**src/rtl/counter_pkg.sv**
```systemverilog
// Shared types and helpers for the prescaled counter family.
package counter_pkg;

    typedef enum logic {CNT_WRAP, CNT_SAT} cnt_mode_e;

    // Prescaler counter width: enough bits for 0..DIV-1, never below one bit.
    function automatic int prescale_width(input int div);
        return ($clog2(div) < 1) ? 1 : $clog2(div);
    endfunction

endpackage

```
**src/rtl/prescaler.sv**
```systemverilog
// Clock-enable prescaler: one-cycle tick every DIV enabled cycles.
module prescaler
    import counter_pkg::*;
#(
    parameter int DIV = 10
) (
    input  logic clk,
    input  logic rst,
    input  logic en,
    input  logic clr,
    output logic tick
);

    localparam int PW = prescale_width(DIV);
    localparam logic [PW-1:0] PCNT_MAX = PW'(DIV - 1);

    logic [PW-1:0] pcnt_q;
    logic [PW-1:0] pcnt_d;

    // Suppressed during reset and load so a load never coincides with a step.
    assign tick = en & (pcnt_q == PCNT_MAX) & ~rst & ~clr;

    always_comb begin
        pcnt_d = pcnt_q;
        if (clr) begin
            pcnt_d = '0;
        end else if (en) begin
            pcnt_d = (pcnt_q == PCNT_MAX) ? '0 : pcnt_q + PW'(1);
        end
    end

    always_ff @(posedge clk) begin
        if (rst) begin
            pcnt_q <= '0;
        end else begin
            pcnt_q <= pcnt_d;
        end
    end

endmodule

```
**src/rtl/prescaled_updown_counter.sv**
```systemverilog
// Up/down counter stepped by an internal prescaler tick, with load and wrap/saturate boundaries.
module prescaled_updown_counter
    import counter_pkg::*;
#(
    parameter int WIDTH    = 32,
    parameter int DIV      = 10,
    parameter int SATURATE = 0
) (
    input  logic             clk,
    input  logic             rst,
    input  logic             en,
    input  logic             updn,
    input  logic             load,
    input  logic [WIDTH-1:0] load_value,
    output logic [WIDTH-1:0] value,
    output logic             tick,
    output logic             carry
);

    if (DIV < 1) begin : g_bad_div
        $error("prescaled_updown_counter: DIV must be >= 1");
    end
    if (WIDTH < 2) begin : g_bad_width
        $error("prescaled_updown_counter: WIDTH must be >= 2");
    end

    localparam cnt_mode_e        MODE      = (SATURATE != 0) ? CNT_SAT : CNT_WRAP;
    localparam logic [WIDTH-1:0] VALUE_MAX = '1;

    logic [WIDTH-1:0] value_q, value_d;
    logic             carry_q, carry_d;

    prescaler #(
        .DIV (DIV)
    ) u_prescaler (
        .clk  (clk),
        .rst  (rst),
        .en   (en),
        .clr  (load),
        .tick (tick)
    );

    always_comb begin
        value_d = value_q;
        carry_d = 1'b0;
        if (load) begin
            value_d = load_value;
        end else if (tick) begin
            if (updn) begin
                if (value_q == VALUE_MAX) begin
                    carry_d = 1'b1;
                    value_d = (MODE == CNT_SAT) ? VALUE_MAX : '0;
                end else begin
                    value_d = value_q + WIDTH'(1);
                end
            end else begin
                if (value_q == '0) begin
                    carry_d = 1'b1;
                    value_d = (MODE == CNT_SAT) ? '0 : VALUE_MAX;
                end else begin
                    value_d = value_q - WIDTH'(1);
                end
            end
        end
    end

    always_ff @(posedge clk) begin
        if (rst) begin
            value_q <= '0;
            carry_q <= 1'b0;
        end else begin
            value_q <= value_d;
            carry_q <= carry_d;
        end
    end

    assign value = value_q;
    assign carry = carry_q;

endmodule
```
**config.mk**
```make
export PLATFORM = sky130hd
export DESIGN_NAME = prescaled_updown_counter
export DESIGN_NICKNAME = d
export VERILOG_FILES = /design/src/rtl/counter_pkg.sv /design/src/rtl/prescaler.sv /design/src/rtl/prescaled_updown_counter.sv
export SDC_FILE = /design/constraint.sdc
export NUM_CORES = 1
export LEC_CHECK = 0
export ABC_AREA = 1
export CAP_MARGIN = 25
export CORE_ASPECT_RATIO = 0.6
export CORE_MARGIN = 2
export CORE_UTILIZATION = 55
export CTS_CLUSTER_SIZE = 10
export DETAILED_ROUTE_END_ITERATION = 16
export PLACE_DENSITY = 0.85
export SLEW_MARGIN = 20
export SYNTH_ARGS = -nofsm -noshare
export SYNTH_HDL_FRONTEND = slang
export SYNTH_SLANG_ARGS = --single-unit
```
**constraint.sdc**
```tcl
create_clock -name clk -period 1.94 [get_ports clk]
set_input_delay 0.485 -clock clk [delete_from_list [all_inputs] [get_ports clk]]
set_output_delay 0.485 -clock clk [all_outputs]
set_load 0.05 [all_outputs]
```
==> results.toml, run 1 <==
[placed_design]
pre_cts_slack_ns = -0.257
gp_congestion = 1.04
post_dp_cell_area_mm2 = 0.00529
portBuffers = 70
hpwlAfterDp_mm = 12.1

[final_layout]
n_fill_cell = 542
area_delta_synth_final_pct = 40.9
antenna_cells = 0
layout-drive-gt1-share_pct = 25.9
final_nets = 917
postLayoutCellArea_mm2 = 0.00578

[sta]
timing.fmax_mhz = 517
setup_viol = 0
min_period_ns = 1.94
rsz0062_at_grt = "true"
slew_headroom_pct = 74.2
period_share_pct = 99.8
worst_slack_ns = 0.00416
tightest_slew_ns = 0.384
fin_skew_ns = 0.00579
slew_viol_final = 0
final_hold_viol_count = 0

[setup_path]
cp_common_cell = "nor2_4"
start_kind = "register"
endpoint_kind = "register"
crit_chain = "buf_6 -> inv_4 -> ha_4 -> nand2_2 -> nor3b_2 -> nand3_2 -> nor2_4 -> nor2_4 -> buf_12 -> o211ai_1 -> nand2_1 -> a21oi_1"
critPathKind = "register to register"
cp.arrival_ns = 2.16
critPathRequiredTime_ns = 2.16
slowest_stage = "dfxtp_2"
timing.rr.start = "value[1]"
critPathMaxStageDelay_ns = 0.35
cp_max_fo = 7
crit_path_start = "value[1]"

[logic_synthesis]
ys_types = 37
yosysTopAreaCellShare_pct = 25.1
synthTopCellsByCount = "274 x nand2_1, 113 x nor2_1, 62 x nand3_1, 61 x inv_1, 37 x dfxtp_1"
synthArstFlopShare_pct = 0
synth-compound-area-share_pct = 11.3
synth-simple-area-share_pct = 55.2
yosysWarnings = 0
syn_avg_cell_area_um2 = 5.39
synth_xor_area_share_pct = 3.20
synth.cell_area_mm2 = 0.00410
synth_top_family_by_area = "simple AND/OR/NAND/NOR gates"
synth.net_count = 801
synth-seq-area-share_pct = 18.1
synth_edf_count = 0
synth.area.mux_share_pct = 0
synth_cells = 761
yosys.area.top_type = "nand2_1"
ys_top_cells_by_area = "nand2_1 25%, dfxtp_1 18%, nor2_1 10%, nand3_1 7.6%, inv_1 5.6%"
synth_fa_ha_area_share_pct = 0.915
ys_ff_latch = 37
synth.most_common_cell = "nand2_1"
synthFlopType = "dfxtp_1"

[route]
drt-total-wl_mm = 16.3
vias_per_cell = 5.72
wl_met2_mm = 6.89
drt_iter0_markers = 707
dr_wl_met3_mm = 2.30
drt-met1-wl_mm = 6.60
dr.pass1.iters = 8
wl_per_cell_um = 16.6
drcViolationCount = 0
final_antenna_net_count = 0
via_count = 5619
top_layer = "met4"

[global_routing]
grt_overflow = 0
grt_usage_pct = 38.6
grt_pass1_vias = 5078
grt_max_degree = 37
antenna_found_initial = 0
grt_pass1_wl_mm = 24.7

[cts]
cts_buffer_depth = 2
h-tree-depth = 2
insertion_delay_ns = 0.29
cts-root-buf = "clkbuf_16"
path_clk_slew_ns = 0.06
cts_tree = "built"
cts_buffers = 5
hold_buffers = 0
clock-sinks = 37

[floorplanning]
fp.dieArea_mm2 = 0.00819
fp.dieW_um = 116
io_pins = 71
die_y_um = 70.9
start_util_pct = 56.7
core_mm2 = 0.00724
rows = 24

[run_status]
status = "finished clean"

[pwr]
ir_drop_mv = 0.390
leakage_nw = 2.63
power.density_mw_per_mm2 = 532

[worst_hold_path]
hp-start = "u_prescaler.pcnt_q[2]"
min_path_type = "register to register"

[job]
maxCapViolations = 0
==> stage by stage <==
stage               TNS [ns]  hold WS (ns)  std cells  power [mW]  utilization (%)
global route           -1.55         0.515        982        3.20             79.9
CTS                        0         0.482        970        2.97             76.0
floorplan                  0         0.442        761        1.57                -
detailed placement     -5.14         0.472        961        1.98             73.0
global placement       -4.04         0.450        961        1.95             73.0
finish                     0         0.485        982        3.07             79.9
==> per-layer routing <==
metal | global-route usage [%] | vias up
met4 | 10.6 | 0
li1 | - | 2644
met5 | 0 | -
met3 | 11.5 | 68
met2 | 58.8 | 356
met1 | 53.2 | 2551
==> sequential cells by signal (all words and copies together), names as in the netlist <==
name and cells:
u_prescaler.pcnt_q 4, carry 1, value 32
==> power by group <==
group	switching [mW]	total (mW)	internal, mW
combinational	0.732	1.20	0.469
sequential	0.0746	0.873	0.798
clock	0.356	1.00	0.644
==> worst max-delay path: cells and delay by family (launching register included) <==
| family | cells | cell delay, ns |
|---|---|---|
| and+or+nand+nor | 6 | 0.78 |
| buffers and inverters | 3 | 0.36 |
| DFF | 1 | 0.35 |
| AOI/OAI and AO/OA | 2 | 0.22 |
| adders and majority gates | 1 | 0.14 |
==> path summary, 6_finish.rpt <==
kind,slack (ns),cells after the start,end
max,0.004,12,value[3]
min reg2reg,0.48,2,u_prescaler.pcnt_q[2]
max reg2reg,0.004,12,value[3]
min,0.48,2,u_prescaler.pcnt_q[2]
==> cell type report <==
type,count,area [um2],share of cell area [%]
clock buffers,7,143,2.47
clock inverters,1,30.0,0.519
inverters,70,273,4.72
multi-input cells,614,3050,52.8
flip-flops and latches,37,777,13.4
well taps,104,130,2.25
repair buffers,149,1380,23.8
==> timing repair <==
action                                  in CTS  in global routing
gates resized for setup                     10                 50
cloned                                       0                  2
buffers inserted                             1                 10
endpoints found under the setup margin       2                 33
pin swaps                                    5                 22
==> placed cells by master (no fill, tap or decap), types with 2 or more instances in the layout <==
cell type        synthesis  routed
a21oi_1                 35      29
a21oi_2                  7      13
buf_12                   0      10
buf_4                    0      98
buf_6                    4       3
clkbuf_16                0       7
clkdlybuf4s50_1          0      35
dfxtp_1                 37      18
dfxtp_2                  0      14
dfxtp_4                  0       5
ha_4                     0       2
inv_1                   61      59
inv_2                    8       7
inv_4                    0       2
nand2_1                274     268
nand2_2                  5       9
nand2_4                  0       2
nand3_1                 62      59
nand3_2                 13      16
nand4_1                 16      16
nor2_1                 113     106
nor2_2                  14      15
nor2_4                   6      12
nor3_1                   5       5
o211ai_1                 4       4
o211ai_2                 2       2
o21ai_0                 22      21
o21ai_1                  7       6
o21ai_2                  1       3
xor2_1                  14      14
==> cells by family (layout without fill, tap and decap cells) <==
| kind of cell | after synthesis | after routing |
|---|---|---|
| and+or+nand+nor | 516 | 516 |
| buffers and inverters | 110 | 227 |
| AOI/OAI and AO/OA | 80 | 80 |
| DFF | 37 | 37 |
| xor gates and xnor gates | 15 | 15 |
| adders and majority gates | 3 | 3 |
Power figures use the tool's default switching activity.
==> inputs of run 2 (changes only) <==
Settings changed: CAP_MARGIN 25 to 15, CORE_UTILIZATION 55 to 36, PLACE_DENSITY 0.85 to 0.6.
==> run 2 against run 1 <==
Net effect: largest power group unchanged; cell count grew 7.4%; count of clock-buffer cells in the layout shrank 2; critical path type unchanged; hold slack better by 0.0066 ns; wire length grew 9.5%; setup slack improved by 0.026 ns; power is 1.5% lower; via count shrank 2.3%; largest cell class unchanged.
==> results.toml, run 2 (synthesis gave the netlist of run 1 again) <==
[run_status]
status = "finished clean"

[final_layout]
regArea_um2 = 762
area_delta_synth_final_pct = 48.2
utilization_pct = 54.4
final_nets = 950
layout-drive-gt1-share_pct = 28.4
postLayoutCellArea_mm2 = 0.00608
largest_reg_flops = 32
antenna_cells = 0
final_cell_mix = "268 x nand2_1, 119 x buf_4, 102 x nor2_1"
multi_input_area_mm2 = 0.00307
final_common_cell = "nand2_1"
n_fill_cell = 1153

[sta]
tightest_slew_ns = 0.421
setup_viol = 0
hold_ws_ns = 0.491
timing.fmax_mhz = 524
final_hold_viol_count = 0
min_period_ns = 1.91
fin_skew_ns = 0.00330
period_share_pct = 98.4
slew_headroom_pct = 71.9
slew_viol_final = 0
rsz0062_at_grt = "true"

[placed_design]
gp_congestion = 0.980
post_dp_cell_area_mm2 = 0.00564
hpwlAfterDp_mm = 13.6
portBuffers = 70

[route]
drt_iter0_markers = 483
drt-met1-wl_mm = 8.88
final_antenna_net_count = 0
dr.pass1.iters = 5
top_layer = "met4"
wl_met2_mm = 7.01
via_count = 5487
wl_per_cell_um = 16.9
vias_per_cell = 5.20
drcViolationCount = 0
dr_wl_met3_mm = 1.86
drt-total-wl_mm = 17.9

[pwr]
power_frac_seq_pct = 27.8
p_sw_share_pct = 40.3
p_sw_mw = 1.22
leakage_nw = 2.79
power_frac_comb_pct = 43.6
ir_drop_mv = 0.345
internal_power_mw = 1.81
clkPwrFrac_pct = 28.6
power.density_mw_per_mm2 = 498

[floorplanning]
fp.dieArea_mm2 = 0.0123
rows = 30
io_pins = 71
die_y_um = 86.7
fp.dieW_um = 142
start_util_pct = 36.7
core_mm2 = 0.0112

[cts]
path_clk_slew_ns = 0.06
insertion_delay_ns = 0.30
cts_tree = "built"
cts_buffers = 5
h-tree-depth = 2
cts-root-buf = "clkbuf_16"
clock-sinks = 37
cts_buffer_depth = 2

[setup_path]
start_kind = "register"
critPathKind = "register to register"
endpoint_kind = "register"
critPathRequiredTime_ns = 2.18
cp_max_fo = 5
cp.arrival_ns = 2.14

[global_routing]
grt_usage_pct = 29.0
grt_pass1_vias = 4884
grt_max_degree = 38
grt_overflow = 0
antenna_found_initial = 0
grt_pass1_wl_mm = 27.1

[worst_hold_path]
min_path_type = "register to register"

[job]
maxCapViolations = 0
-- run 2: cell types whose count changed in the layout (fill, tap and decap cells not counted), moves of 3 or more --
| cell | delta |
|---|---|
| nor2_1 | -4 |
| buf_6 | +4 |
| buf_12 | +6 |
| a21oi_2 | -5 |
| dfxtp_4 | -5 |
| nor2_2 | +6 |
| dfxtp_2 | +3 |
| buf_4 | +21 |
| a21oi_1 | +5 |
-- run 2: through the flow --
step	total power, mW	setup WS (ns)	setup TNS [ns]	cells
after detailed placement	2.09	-0.641	-15.78	1035
final	3.03	0.0306	0	1055
after global placement	2.08	-0.644	-14.31	1035
after CTS	2.96	0.00305	0	1046
after global routing	3.17	-0.0433	-0.181	1055
after floorplan	1.57	0.00348	0	761
-- run 2: path summary, 6_finish.rpt --
check | start | depth (start not counted) | to | slack, ns
max | value[1] | 13 | value[14] | 0.03
min reg2reg | u_prescaler.pcnt_q[2] | 2 | u_prescaler.pcnt_q[2] | 0.49
min | u_prescaler.pcnt_q[2] | 2 | u_prescaler.pcnt_q[2] | 0.49
max reg2reg | value[1] | 13 | value[14] | 0.03
-- run 2: power groups by stage --
stage / sequential (mW) / clock [mW] / combinational [mW]
6_report: 0.841 / 0.866 / 1.32
5_1_grt: 0.843 / 0.901 / 1.43
4_1_cts: 0.836 / 0.874 / 1.25
3_5_place_dp: 0.852 / 0 / 1.24
3_3_place_gp: 0.852 / 0 / 1.23
2_1_floorplan: 0.976 / 0 / 0.593
-- run 2: metal layers --
metal,vias up,global-route usage [%]
met5,-,0
met4,0,4.27
met3,15,5.58
met2,242,41.4
met1,2520,45.3
li1,2710,-
-- run 2: layout make-up --
| class | count | share of cell area (%) |
|---|---|---|
| flip-flops and latches | 37 | 12.5 |
| repair buffers | 179 | 27.4 |
| well taps | 144 | 2.96 |
| clock inverters | 3 | 0.288 |
| multi-input cells | 617 | 50.4 |
| inverters | 70 | 4.36 |
| clock buffers | 5 | 2.06 |
-- run 2: critical path, cell delays in order (launching register included) --
cell and delay [ns]:
dfxtp_2 0.33, buf_6 0.11, ha_4 0.15, nand2_4 0.06
nor2_4 0.13, nand2_4 0.10, buf_6 0.13, inv_4 0.05
nand4_1 0.24, nand2_1 0.20, nand3_1 0.09, nand3_1 0.09
nand2_1 0.06, a21oi_2 0.10
-- run 2: what timing repair did --
action,CTS,global route
pin swaps,6,11
hold buffers,0,0
setup buffers,2,7
gates cloned,1,2
endpoints found under the setup margin,31,34
resized for setup,15,49
==> inputs of run 3 (changes only) <==
Settings changed: CORE_ASPECT_RATIO 0.6 to 0.5.
==> run 3 against run 2 <==
Net effect: utilization rose by 0.88 points; sequential cell count did not move; sequential power rose by 1%; largest power group unchanged; non-clock buffer count fell by 7; via count fell by 1.2%; critical path depth fell by 1; sequential share of layout area barely moved; clock skew rose by 0.0024 ns; cell count fell by 0.85%; global-route usage fell by 1.3 points; maximum frequency rose by 0.10%; first-iteration DRC count rose by 7.9%.
==> results.toml, run 3 (synthesis gave the netlist of run 1 again) <==
[run_status]
status = "finished clean"

[global_routing]
grt_pass1_vias = 4746
grt_usage_pct = 27.7
grt_pass1_wl_mm = 26.1
grt-busiest-layer = "met1"
use_met3_pct = 5.37
use_met2_pct = 40.4
antenna_found_initial = 0
grt_max_degree = 29
grt_use_met1_pct = 42.2
grt_overflow = 0

[sta]
slew_viol_final = 0
min_period_ns = 1.91
tightest_slew_ns = 0.408
rsz0062_at_grt = "true"
timing.fmax_mhz = 524
period_share_pct = 98.3
hold_ws_ns = 0.499
setup_viol = 0
final_hold_viol_count = 0
fin_skew_ns = 0.00573
slew_headroom_pct = 72.6

[cts]
cts_buffers = 5
cts_buffer_depth = 2
insertion_delay_ns = 0.29
h-tree-depth = 2
cts-root-buf = "clkbuf_16"
path_clk_slew_ns = 0.07
clock-sinks = 37
cts_tree = "built"

[setup_path]
critPathMaxStageDelay_ns = 0.36
slowest_stage = "dfxtp_2"
cp.arrival_ns = 2.08
crit_path_start = "value[1]"
critPathRequiredTime_ns = 2.12
start_kind = "register"
critPathTopFamily = "simple AND/OR/NAND/NOR gates"
timing.rr.start = "value[1]"
cp_max_fo = 8
critPathKind = "register to register"
crit_chain = "buf_6 -> inv_4 -> ha_4 -> nand2_2 -> nor3b_2 -> nand3_1 -> nor2_4 -> nor2_4 -> clkbuf_16 -> nand2_2 -> o21ai_1 -> a21oi_1"
path_buf_inv = 3
endpoint_kind = "register"

[route]
wl_per_cell_um = 16.6
vias_per_cell = 5.18
final_antenna_net_count = 0
drt-total-wl_mm = 17.4
dr.pass1.iters = 5
drcViolationCount = 0
via_count = 5420
drt_iter0_markers = 521

[final_layout]
final_common_cell = "nand2_1"
layout-drive-gt1-share_pct = 28.5
n_fill_cell = 1135
regArea_um2 = 764
antenna_cells = 0
final_cell_mix = "265 x nand2_1, 112 x buf_4, 101 x nor2_1"
multi_input_area_mm2 = 0.00308
largest_reg_flops = 32
final_nets = 940
area_delta_synth_final_pct = 48.7

[floorplanning]
die_y_um = 79.5
fp.dieW_um = 155
io_pins = 71
core_mm2 = 0.0110
rows = 27
start_util_pct = 37.1
fp.dieArea_mm2 = 0.0123

[pwr]
power.density_mw_per_mm2 = 491
ir_drop_mv = 0.314
power_frac_comb_pct = 42.8
internal_power_mw = 1.79
leakage_nw = 2.80
clkPwrFrac_pct = 28.8
p_sw_mw = 1.21
p_total_mw = 3.00
p_sw_share_pct = 40.3
power_frac_seq_pct = 28.4

[placed_design]
portBuffers = 70
gp_congestion = 0.985
hpwlAfterDp_mm = 13.5

[worst_hold_path]
min_path_type = "register to register"
hp-start = "value[30]"

[job]
maxCapViolations = 0
[run 3: final timing paths]
path,end,slack [ns],cells after the start
min,value[30],0.50,2
max reg2reg,value[23],0.03,12
min reg2reg,value[30],0.50,2
max,value[23],0.03,12
[run 3: repair_timing]
item                                    CTS  global route
buffers inserted                          1             9
gates cloned                              0             3
hold buffers                              0             0
gates resized for setup                   8            61
pin swaps                                 4            24
endpoints found under the setup margin   18            33
[run 3: stage by stage]
stage	util (%)	instance area (um2)	instances	setup WS [ns]	TNS [ns]
global route	55.2	6100	1046	-0.0623	-0.592
floorplan	-	4120	761	0.00348	0
global placement	50.6	5590	1025	-0.279	-6.87
finish	55.2	6100	1046	0.0326	0
detailed placement	50.6	5590	1025	-0.318	-7.97
CTS	52.1	5750	1034	0.00855	0
[run 3: routing by layer]
layer | up-vias | wire length [um] | share of wire [%]
met4 | 0 | 132 | 0.76
met1 | 2482 | 8620 | 50
met3 | 12 | 1760 | 10
met2 | 239 | 6890 | 40
met5 | - | 0 | 0
li1 | 2687 | - | -
[run 3: cell type report]
class,instances,share of cell area [%]
clock buffers,5,2.05
clock inverters,3,0.287
inverters,70,4.47
multi-input cells,614,50.5
flip-flops and latches,37,12.5
well taps,145,2.97
repair buffers,172,27.2
[run 3: power by group through the flow]
stage | clock network [mW] | logic (mW) | registers, mW
floorplan | 0 | 0.593 | 0.976
global placement | 0 | 1.17 | 0.861
detailed placement | 0 | 1.18 | 0.862
CTS | 0.874 | 1.19 | 0.845
global route | 0.908 | 1.39 | 0.853
finish | 0.863 | 1.28 | 0.850
[run 3: worst reg2reg max path, stage by stage (launching register included)]
cell and delay, ns:
dfxtp_2 0.36, buf_6 0.13, inv_4 0.04, ha_4 0.16
nand2_2 0.07, nor3b_2 0.04, nand3_1 0.12, nor2_4 0.07
nor2_4 0.31, clkbuf_16 0.25, nand2_2 0.06, o21ai_1 0.11
a21oi_1 0.07
